===== src/rtl/jk_pkg.sv =====
// Shared definitions for the JK-cell counter: mode encoding and the JK
// next-state rule used by every cell.
package jk_pkg;

  typedef enum logic [1:0] {
    MODE_COUNT = 2'b00,
    MODE_LOAD  = 2'b01,
    MODE_RAW   = 2'b10,
    MODE_HOLD  = 2'b11
  } mode_e;

  function automatic logic jk_next(input logic q, input logic j, input logic k);
    case ({j, k})
      2'b00:   return q;
      2'b01:   return 1'b0;
      2'b10:   return 1'b1;
      default: return ~q;
    endcase
  endfunction

endpackage


===== src/rtl/jk_cell.sv =====
// Single-bit JK flip-flop with synchronous active-high clear and enable.
module jk_cell
  import jk_pkg::*;
(
  input  logic clk,
  input  logic clr,
  input  logic en,
  input  logic j,
  input  logic k,
  output logic q
);

  logic q_q;

  always_ff @(posedge clk) begin
    if (clr) begin
      q_q <= 1'b0;
    end else if (en) begin
      q_q <= jk_next(q_q, j, k);
    end
  end

  assign q = q_q;

endmodule


===== src/rtl/jk_counter.sv =====
// Modulo-MODULUS up/down/load counter built from WIDTH JK cells; COUNT, LOAD
// and HOLD are mapped onto toggle requests, RAW_JK drives the cells directly.
module jk_counter
  import jk_pkg::*;
#(
  parameter int WIDTH   = 4,
  parameter int MODULUS = 16
) (
  input  logic             clk,
  input  logic             clr,
  input  logic             en,
  input  logic [1:0]       mode,
  input  logic             up,
  input  logic [WIDTH-1:0] d,
  input  logic [WIDTH-1:0] j,
  input  logic [WIDTH-1:0] k,
  output logic [WIDTH-1:0] q,
  output logic             tc,
  output logic             wrap
);

  if (WIDTH < 1 || WIDTH > 16) begin : g_bad_width
    $fatal(1, "jk_counter: WIDTH out of range 1..16");
  end
  if (MODULUS < 2 || MODULUS > (1 << WIDTH)) begin : g_bad_modulus
    $fatal(1, "jk_counter: MODULUS out of range 2..2**WIDTH");
  end

  localparam logic [WIDTH:0]   MOD_N  = (WIDTH+1)'(MODULUS);
  localparam logic [WIDTH:0]   MOD_M1 = (WIDTH+1)'(MODULUS - 1);
  localparam logic [WIDTH-1:0] MAX_Q  = WIDTH'(MODULUS - 1);

  logic [WIDTH-1:0] q_cur;
  logic [WIDTH:0]   q_ext;
  logic [WIDTH-1:0] n;
  logic [WIDTH-1:0] cell_j;
  logic [WIDTH-1:0] cell_k;
  logic             wrap_q;
  logic             wrap_d;

  assign q_ext = {1'b0, q_cur};

  always_comb begin
    n = q_cur;
    case (mode)
      MODE_COUNT: begin
        if (up) begin
          n = (q_ext >= MOD_M1) ? '0 : q_cur + WIDTH'(1);
        end else begin
          // Out-of-range values recover to the top of the range going down.
          n = (q_ext == '0 || q_ext >= MOD_N) ? MAX_Q : q_cur - WIDTH'(1);
        end
      end
      MODE_LOAD: n = ({1'b0, d} < MOD_N) ? d : MAX_Q;
      default:   n = q_cur;
    endcase
  end

  always_comb begin
    if (mode == MODE_RAW) begin
      cell_j = j;
      cell_k = k;
    end else begin
      cell_j = n ^ q_cur;
      cell_k = n ^ q_cur;
    end
  end

  for (genvar i = 0; i < WIDTH; i++) begin : g_cell
    jk_cell u_cell (
      .clk (clk),
      .clr (clr),
      .en  (en),
      .j   (cell_j[i]),
      .k   (cell_k[i]),
      .q   (q_cur[i])
    );
  end

  assign tc = en && (mode == MODE_COUNT) && (up ? (q_cur == MAX_Q) : (q_cur == '0));

  // A terminal count with COUNT active is exactly the wrapping transition.
  assign wrap_d = tc;

  always_ff @(posedge clk) begin
    if (clr) begin
      wrap_q <= 1'b0;
    end else begin
      wrap_q <= wrap_d;
    end
  end

  assign q    = q_cur;
  assign wrap = wrap_q;

endmodule


===== config.mk =====
export PLATFORM = sky130hd
export DESIGN_NAME = jk_counter
export DESIGN_NICKNAME = d
export VERILOG_FILES = /design/src/rtl/jk_pkg.sv /design/src/rtl/jk_cell.sv /design/src/rtl/jk_counter.sv
export SDC_FILE = /design/constraint.sdc
export NUM_CORES = 1
export LEC_CHECK = 0
export ABC_AREA = 0
export ABC_CLOCK_PERIOD_IN_PS = 2700
export CAP_MARGIN = 20
export CORE_MARGIN = 2
export CORE_UTILIZATION = 40
export DETAILED_ROUTE_END_ITERATION = 7
export PLACE_DENSITY = 0.72
export SKIP_CTS_REPAIR_TIMING = 1
export SLEW_MARGIN = 10
export SYNTH_ARGS = -nofsm -noshare
export SYNTH_HDL_FRONTEND = slang
export SYNTH_SLANG_ARGS = --single-unit

===== constraint.sdc =====
create_clock -name clk -period 2.7 [get_ports clk]
set_input_delay 0.54 -clock clk [delete_from_list [all_inputs] [get_ports clk]]
set_output_delay 0.54 -clock clk [all_outputs]
set_load 0.02 [all_outputs]

==> impl_metrics.csv <==
group,metric,value,unit
status,status,"complete, no violations",
final_layout,antenna_cells,0,
setup_path,crit_start,"mode[0]",
die,core,1745,um^2
sta,max_freq,389.1,MHz
die,num_rows,15,
clocking,h-tree-depth,1,
power_and_ir_drop,p_sw,0.1667,mW
setup_path,ff2ff_path_depth,10,
global_routing,overflow,0,
die,top_level_ports,24,
setup_path,endpoint,"g_cell[2].u_cell.q",
detailed_routing,ant_nets,0,
logic_synthesis,yosysWarnings,0,
clocking,cts_buffer_depth,2,
final_layout,fin_nets,158,
setup_path,critPathMaxFanout,10,
setup_path,rr_endpoint,"g_cell[1].u_cell.q",
setup_path,required,2.88,ns
detailed_routing,drc,0,
place,portBuffers,23,
detailed_routing,vias,804,
min_path,hp-class,"register to register",
setup_path,worstPathArrival,2.75,ns
place,post-place-ws,-0.1701,ns
final_layout,multi_input_area,571.8,um^2
sta,fin_crit_sh,95.19,%
detailed_routing,viasPerCell,5.255,
die,die_x,47.22,um
setup_path,reg2reg_slack,0.25,ns
power_and_ir_drop,p_sw_share,37.86,%
final_layout,ff_latch_area,100.1,um^2
sta,fin_crit,2.570,ns
final_layout,area_growth,43.72,%
power_and_ir_drop,internal_power,0.2736,mW
clocking,clk_pin_slew,0.04,ns
logic_synthesis,syn_inst,96,
min_path,hp-start,"g_cell[3].u_cell.q",
logic_synthesis,async_flop_share,0,%
sta,setup_viol,0,
clocking,numClockSinks,5,
die,dieArea,2229,um^2
sta,rsz0062_at_grt,"no",
sta,slew_violations,0,
power_and_ir_drop,power_density,410.2,nW/um^2
power_and_ir_drop,peakVddDrop,0.0002342,V
clocking,clk_latency,0.25,ns
place,dp_hpwl,1505,um
global_routing,grt_use_total,20.31,%
power_and_ir_drop,power_frac_seq,21.6,%
logic_synthesis,ys_ff_latch,5,
clocking,cts_tree,"yes",
logic_synthesis,syn-cell-area,747.0,um^2
logic_synthesis,syn_nets,125,
power_and_ir_drop,p_clk_share,20.2,%
sta,worstMarginPinSlew,0.3865,ns
flow_run,drv_cap,0,
setup_path,cp-start-kind,"input pin",
detailed_routing,first_pass_iters,4,
power_and_ir_drop,total_power,0.4403,mW
final_layout,fill_cells,170,
logic_synthesis,ys_seq_area_share,13.40,%
sta,fin_ws,0.1298,ns
global_routing,grt_antenna_before_repair,0,
die,start_util,42.80,%
setup_path,cp-end-kind,"register",
setup_path,path_class,"input pin to register",
detailed_routing,drt_iter0_drc,6,
die,chipHeight,47.22,um
power_and_ir_drop,power_frac_comb,58.2,%
global_routing,grt_pass1_wl,3146,um
sta,fin_tns_setup,0,ns
setup_path,rr_startpoint,"g_cell[0].u_cell.q",
clocking,numCtsBuffers,3,
global_routing,grt_max_degree,11,
logic_synthesis,synth_edf_count,0,
power_and_ir_drop,power.leakage,0.4817,nW
logic_synthesis,avgSynthCellArea,7.781,um^2
logic_synthesis,synth_ff_type,"dfxtp_1",
global_routing,grt_pass1_vias,804,
detailed_routing,wl,1900,um
sta,skew,0.0006224,ns
logic_synthesis,yosysUniqueCellTypes,35,
detailed_routing,drt-wirelength-per-cell,12.42,um
final_layout,layout-drive-gt1-share,13.28,%
sta,hold_viol_final,0,
place,globalplace.congestion,0.8208,
clocking,cts-root-buf,"clkbuf_4",
sta,max_slew_margin,73.91,%
-- cell usage in the layout, fill, tap and decap left out, types with 3 or more instances in the layout --
| cell type | netlist | layout |
|---|---|---|
| dfxtp_1 | 5 | 5 |
| inv_1 | 7 | 7 |
| nor2b_1 | 5 | 5 |
| a21oi_1 | 5 | 5 |
| o22ai_1 | 3 | 3 |
| ha_1 | 11 | 11 |
| nor2_1 | 7 | 7 |
| buf_4 | 5 | 11 |
| or3_1 | 3 | 3 |
| nand2b_1 | 6 | 6 |
| clkdlybuf4s50_1 | 0 | 21 |
| clkbuf_4 | 0 | 3 |
| o21ai_0 | 10 | 9 |
-- how the worst min path moves through the flow --
stage                                    end  depth (start not counted)  slack, ns
final                     g_cell[3].u_cell.q                          2       0.58
after global routing      g_cell[3].u_cell.q                          2       0.67
after CTS                 g_cell[3].u_cell.q                          2       0.59
after detailed placement  g_cell[3].u_cell.q                          2       0.58
after global placement    g_cell[3].u_cell.q                          2       0.57
after floorplan           g_cell[1].u_cell.q                          2       0.51
-- final cells by class --
type                    instances  share of cell area (%)
clock buffers                   4                   2.448
well taps                      25                   2.914
multi-input cells              78                   53.26
flip-flops and latches          5                   9.324
repair buffers                 34                   29.60
inverters                       7                   2.448
-- per-layer routing --
| metal | share of wire, % | GRT usage, % |
|---|---|---|
| met1 | 42 | 20.91 |
| met2 | 52 | 38.08 |
| met3 | 4.4 | 1.923 |
| met4 | 1.8 | 13.89 |
| met5 | 0 | 0 |
-- per-stage QoR --
stage | hold WS (ns) | util (%) | cell area [um^2] | cells
finish | 0.5761 | 61.51 | 1074 | 153
CTS | 0.5871 | 61.22 | 1069 | 153
detailed placement | 0.5807 | 59.71 | 1042 | 149
global route | 0.6682 | 61.51 | 1074 | 153
floorplan | 0.5101 | - | 747.0 | 96
global placement | 0.5719 | 59.71 | 1042 | 149
-- Yosys cell counts, types with 3 or more instances --
cell type	instances	area share, %
dfxtp_1	5	13
nor2b_1	5	4.2
nor2_1	7	3.5
buf_4	5	5.0
ha_1	11	18
o22ai_1	3	2.5
inv_1	7	3.5
a21oi_1	5	3.3
nand2b_1	6	5.0
or3_1	3	2.5
o21ai_0	10	6.7
-- flip-flops by register name (all words and copies together), names as in the netlist --
signal and cells:
wrap 1, g_cell.u_cell.q 4
-- worst max-delay path, cell delays in order --
cell	delay (ns)
clkdlybuf4s50_1	0.53
buf_4	0.19
buf_4	0.13
nand2b_1	0.06
o22ai_1	0.17
a21o_1	0.19
o22ai_1	0.10
ha_1	0.21
nand2b_1	0.14
or3_1	0.34
a21oi_1	0.14
-- power groups by stage --
stage	clock [mW]	combinational (mW)	sequential, mW
global placement	0	0.246	0.0957
floorplan	0	0.168	0.0977
detailed placement	0	0.253	0.0961
global route	0.0963	0.290	0.0966
finish	0.0888	0.256	0.0951
CTS	0.0925	0.257	0.0950
-- cell families (layout without fill, tap and decap cells) --
| logic type | after synthesis | count (layout) | share of synthesized area, % |
|---|---|---|---|
| compound gates | 32 | 32 | 28.98 |
| simple gates | 32 | 32 | 25.46 |
| xor+xnor | 2 | 2 | 2.345 |
| flops | 5 | 5 | 13.40 |
| mux | 1 | 1 | 1.340 |
| fa+ha+maj | 11 | 11 | 18.43 |
| buf+inv | 13 | 45 | 10.05 |
Note: power is estimated with default switching activity, not from simulation.
